--- src/rtl/prio_rr_arbiter.sv ---
// Registered N-way request arbiter with fixed-priority and round-robin modes.
// The winner is presented on a valid/ready handshake as an index and as a
// one-hot vector. A grant stays stable until the consumer accepts it. When
// the consumer accepts and further requests are pending, the next winner
// loads on the same edge, so the arbiter can sustain one grant per cycle.
module prio_rr_arbiter #(
    parameter  int N  = 8,
    localparam int IW = $clog2(N)
) (
    input  logic          clk,
    input  logic          rst,
    input  logic [N-1:0]  req,
    input  logic          mode,
    input  logic          grant_ready,
    output logic          grant_valid,
    output logic [IW-1:0] grant_idx,
    output logic [N-1:0]  grant_onehot,
    output logic          any_req,
    output logic [IW-1:0] rr_ptr
);

    typedef enum logic {
        IDLE  = 1'b0,
        GRANT = 1'b1
    } state_t;

    localparam logic [IW-1:0] TOP_IDX = IW'(N - 1);

    state_t        r_state;
    state_t        w_state_next;
    logic          r_grant_valid;
    logic          w_valid_next;
    logic [IW-1:0] r_grant_idx;
    logic [IW-1:0] w_idx_next;
    logic [N-1:0]  r_grant_onehot;
    logic [N-1:0]  w_onehot_next;
    logic [IW-1:0] r_rr_ptr;
    logic [IW-1:0] w_ptr_upd;
    logic [IW-1:0] w_sel_ptr;
    logic [IW-1:0] w_scan_idx;
    logic [IW-1:0] w_win_idx;
    logic          w_win_found;
    logic [N-1:0]  w_win_onehot;
    logic          w_hs;

    // Accepted handshake; the arbiter only holds a grant while in GRANT.
    assign w_hs = (r_state == GRANT) && grant_ready;

    // Pointer after this edge: the served index drops to lowest priority in
    // round-robin mode. A back-to-back load must see this updated value.
    always_comb begin
        w_ptr_upd = r_rr_ptr;
        if (w_hs && mode) begin
            w_ptr_upd = (r_grant_idx == '0) ? TOP_IDX : (r_grant_idx - IW'(1));
        end
    end

    // Fixed priority is round-robin with the pointer pinned to the top index.
    assign w_sel_ptr = mode ? w_ptr_upd : TOP_IDX;

    // Circular descending scan from the effective pointer; the first set request wins.
    always_comb begin
        w_win_found = 1'b0;
        w_win_idx   = '0;
        w_scan_idx  = w_sel_ptr;
        for (int k = 0; k < N; k++) begin
            if (!w_win_found && req[w_scan_idx]) begin
                w_win_found = 1'b1;
                w_win_idx   = w_scan_idx;
            end
            w_scan_idx = (w_scan_idx == '0) ? TOP_IDX : (w_scan_idx - IW'(1));
        end
    end

    // One-hot decode of the selected winner. It is all zeros when nothing is requested.
    for (genvar gi = 0; gi < N; gi++) begin : g_onehot
        assign w_win_onehot[gi] = w_win_found && (w_win_idx == IW'(gi));
    end

    // Next-state and next-output logic: load in IDLE, hold or advance in GRANT.
    always_comb begin
        w_state_next  = r_state;
        w_valid_next  = r_grant_valid;
        w_idx_next    = r_grant_idx;
        w_onehot_next = r_grant_onehot;
        case (r_state)
            IDLE: begin
                if (w_win_found) begin
                    w_state_next  = GRANT;
                    w_valid_next  = 1'b1;
                    w_idx_next    = w_win_idx;
                    w_onehot_next = w_win_onehot;
                end
            end
            GRANT: begin
                if (w_hs) begin
                    if (w_win_found) begin
                        w_idx_next    = w_win_idx;
                        w_onehot_next = w_win_onehot;
                    end else begin
                        w_state_next  = IDLE;
                        w_valid_next  = 1'b0;
                        w_onehot_next = '0;
                    end
                end
            end
            default: begin
                w_state_next  = IDLE;
                w_valid_next  = 1'b0;
                w_onehot_next = '0;
            end
        endcase
    end

    // State and output registers. Reset drops any outstanding grant.
    always_ff @(posedge clk) begin
        if (rst) begin
            r_state        <= IDLE;
            r_grant_valid  <= 1'b0;
            r_grant_idx    <= '0;
            r_grant_onehot <= '0;
            r_rr_ptr       <= TOP_IDX;
        end else begin
            r_state        <= w_state_next;
            r_grant_valid  <= w_valid_next;
            r_grant_idx    <= w_idx_next;
            r_grant_onehot <= w_onehot_next;
            r_rr_ptr       <= w_ptr_upd;
        end
    end

    assign grant_valid  = r_grant_valid;
    assign grant_idx    = r_grant_idx;
    assign grant_onehot = r_grant_onehot;
    assign rr_ptr       = r_rr_ptr;
    assign any_req      = |req;

endmodule

--- config.mk ---
export PLATFORM = sky130hd
export DESIGN_NAME = prio_rr_arbiter
export DESIGN_NICKNAME = d
export VERILOG_FILES = /design/src/rtl/prio_rr_arbiter.sv
export SDC_FILE = /design/constraint.sdc
export NUM_CORES = 1
export LEC_CHECK = 0
export ABC_AREA = 0
export BUFFER_PORTS_ARGS = -buffer_cell sky130_fd_sc_hd__buf_4
export CAP_MARGIN = 20
export CORE_MARGIN = 10
export CORE_UTILIZATION = 53
export CTS_CLUSTER_DIAMETER = 30
export DETAILED_ROUTE_END_ITERATION = 10
export GPL_TIMING_DRIVEN = 0
export PLACE_DENSITY = 0.77
export SLEW_MARGIN = 20
export SYNTH_ARGS = -nofsm -noshare
export SYNTH_HDL_FRONTEND = slang
export SYNTH_SLANG_ARGS = --single-unit
export TNS_END_PERCENT = 50
--- constraint.sdc ---
create_clock -name clk -period 6.2 [get_ports clk]
set_input_delay 0.31 -clock clk [delete_from_list [all_inputs] [get_ports clk]]
set_output_delay 0.31 -clock clk [all_outputs]
set_load 0.03 [all_outputs]
==> flow_metrics.env <==
export IMPL_ys_seq_elements=16
export IMPL_cpLargestDelayFamily="compound AO/OA/AOI/OAI gates"
export IMPL_crit_slowest_cell="or3b_4"
export IMPL_cts_buffer_depth=2
export IMPL_drtIter0Drc=218
export IMPL_cts_tree="yes"
export IMPL_min_path_type="input pin to flop"
export IMPL_design_core_area_sq_um=3720
export IMPL_start_util=0.553
export IMPL_status="complete, no violations"
export IMPL_max_slew_worst_pin_slew_ns=0.709
export IMPL_end_kind="flop"
export IMPL_p_per_area_nw_per_um2=288
export IMPL_max_freq_mhz=166
export IMPL_die_w_um=82.2
export IMPL_hpwlAfterDp_um=4420
export IMPL_p_leak_nw=1.22
export IMPL_die_area_sq_um=6760
export IMPL_maxCapViolCount=0
export IMPL_placed_cell_area_sq_um=2440
export IMPL_ant_nets=0
export IMPL_hold_viol=0
export IMPL_ys_top_cells_by_count="mux2i_1 (20), inv_1 (17), dfxtp_1 (16), nand2_1 (15), nor2_1 (14)"
export IMPL_slowest_delay_ns=0.44
export IMPL_wl_per_cell_um=19.3
export IMPL_multi_input_area_sq_um=1910
export IMPL_synthCells=235
export IMPL_io_buffers=25
export IMPL_critical_path_peak_fanout=7
export IMPL_cts_buffers=3
export IMPL_routabilityCongestion=0.932
export IMPL_fillers=261
export IMPL_cp_arrival_ns=6.20
export IMPL_syn_mean_instance_area_sq_um=8.74
export IMPL_worst_hold_slack_ns=0.405
export IMPL_grt_pass1_wl_um=9400
export IMPL_finalCriticalPeriod_ns=6.01
export IMPL_utilization=0.770
export IMPL_cp_common_cell="ha_4"
export IMPL_start_kind="flop"
export IMPL_grt_total_usage=0.172
export IMPL_r2r_start="grant_idx[1]"
export IMPL_die_height_um=82.2
export IMPL_nNetsFinal=316
export IMPL_synth_cell_type_count=73
export IMPL_yosysSeqAreaShare=0.156
export IMPL_regArea_sq_um=328
export IMPL_yosysTopAreaCellShare=0.156
export IMPL_overflow=0
export IMPL_totalWireLength_um=6530
export IMPL_cts_sinks=16
export IMPL_ys_flop_type="dfxtp_1"
export IMPL_via_count=2163
export IMPL_setup_worst_path_start="grant_idx[1]"
export IMPL_syn_to_final_growth_pct=39.4
export IMPL_ioPinCount=28
export IMPL_synth_area_leaders="dfxtp_1 (16%), mux2i_1 (9.8%), ha_1 (7.3%), mux2_2 (4.4%), mux4_1 (3.8%)"
export IMPL_fin_worst_skew_ns=0.00167
export IMPL_synth_edff_count=0
export IMPL_fin_crit_sh=0.970
export IMPL_post_route_drc_count=0
export IMPL_crit_type="flop to flop"
export IMPL_yosysWarningCount=0
export IMPL_maxSlewHeadroom=0.526
export IMPL_ir_drop_v=0.000266
export IMPL_antenna_found_initial=0
export IMPL_rows=22
export IMPL_slew_violations=0
export IMPL_antennaDiodeCount=0
export IMPL_finalInstanceArea_sq_um=2860
export IMPL_async_reset_ff_frac=0
export IMPL_firstDrtPassIters=4
export IMPL_htreeDepth=1
export IMPL_min_delay_start="rst"
export IMPL_cts_root_buf="clkbuf_8"
export IMPL_cp_required_ns=6.38
export IMPL_syn_cell_area_sq_um=2050
export IMPL_layout_drive_gt1_share=0.450
export IMPL_clk_latency_ns=0.25
export IMPL_grt_pass1_vias=1975
export IMPL_yosysMostFrequentCell="mux2i_1"
export IMPL_cts_reportedPaths_clkPinSlew_ns=0.06
export IMPL_synth_fp_nets=259
export IMPL_yosys_area_top_type="dfxtp_1"
export IMPL_cp_num_buf_inv=8
export IMPL_setup_viol=0
export IMPL_grt_max_degree=12
export IMPL_via_per_inst=6.38
kinds of logic (layout without fill, tap and decap cells):
logic type	count (synthesis)	count (layout)	synth area share
flip-flops	16	16	0.156
buffers and inverters	24	80	0.0567
adder cells (fa/ha/maj)	12	12	0.0731
AND/OR/NAND/NOR	68	68	0.197
AO/OA/AOI/OAI	82	82	0.319
multiplexers	33	33	0.198
placed cells by master (no fill, tap or decap), drive strengths merged, types with 4 or more instances in the layout:
| cell | netlist | routed |
|---|---|---|
| nand2b | 7 | 7 |
| mux2i | 20 | 20 |
| nand2 | 15 | 15 |
| nand3 | 5 | 5 |
| clkbuf | 2 | 6 |
| o21ai | 18 | 18 |
| mux4 | 4 | 4 |
| nor4 | 4 | 4 |
| a32o | 4 | 4 |
| ha | 12 | 12 |
| and2 | 5 | 5 |
| mux2 | 9 | 9 |
| o211ai | 5 | 5 |
| inv | 19 | 18 |
| nor2 | 16 | 16 |
| a21oi | 13 | 13 |
| a221oi | 4 | 4 |
| dfxtp | 16 | 16 |
| buf | 3 | 55 |
flip-flops by register name, indices dropped and copies added, names as in the netlist:
register      count
grant_idx         3
grant_onehot      8
grant_valid       1
r_state           1
rr_ptr            3
stage by stage:
step           TNS [ns]  setup slack [ns]  power [mW]  std cells
2_1_floorplan         0            0.0145       0.492        235
3_3_place_gp      -5.85            -0.668       0.590        308
3_5_place_dp      -7.54            -0.798       0.600        308
4_1_cts               0            0.0107       0.742        326
5_1_grt          -0.272           -0.0870       0.879        339
6_report              0             0.185       0.825        339
final timing paths:
path	to	slack [ns]	depth (start not counted)
max	grant_onehot[3]	0.19	35
min reg2reg	grant_onehot[7]	0.47	1
max reg2reg	grant_onehot[3]	0.19	35
min	grant_onehot[2]	0.40	3
report_power, final:
group | switching (mW) | leakage, nW | internal, mW
clock network | 0.0356 | 0.0288 | 0.0563
logic | 0.317 | 1.06 | 0.283
registers | 0.0116 | 0.133 | 0.121
cell type report:
| type | count | area share |
|---|---|---|
| multi-input combinational | 195 | 0.667 |
| inverter | 19 | 0.0293 |
| tap | 48 | 0.0210 |
| timing repair buffer | 52 | 0.136 |
| clock buffer | 4 | 0.0192 |
| sequential | 16 | 0.115 |
| buffer | 5 | 0.0122 |
tightest hold or removal path, delay by kind of cell:
family / cells / cell delay, ns
compound gates: 1 / 0.05
buf+inv: 1 / 0.10
simple gates: 1 / 0.14
layer usage:
| metal | up-vias | GRT usage | wire [um] | share of wire |
|---|---|---|---|---|
| met5 | - | 0 | 0 | 0 |
| met4 | 0 | 0.0408 | 138 | 0.021 |
| met3 | 15 | 0.0367 | 403 | 0.062 |
| met2 | 89 | 0.285 | 3180 | 0.49 |
| met1 | 1025 | 0.221 | 2800 | 0.43 |
| li1 | 1034 | - | - | - |
repair_timing:
action | CTS | global route
gates resized for setup | 8 | 27
endpoints found under the setup margin | 13 | 11
buffers inserted | 14 | 13
pin swaps | 11 | 15
hold buffers | 0 | 0
Power figures use the tool's default switching activity.
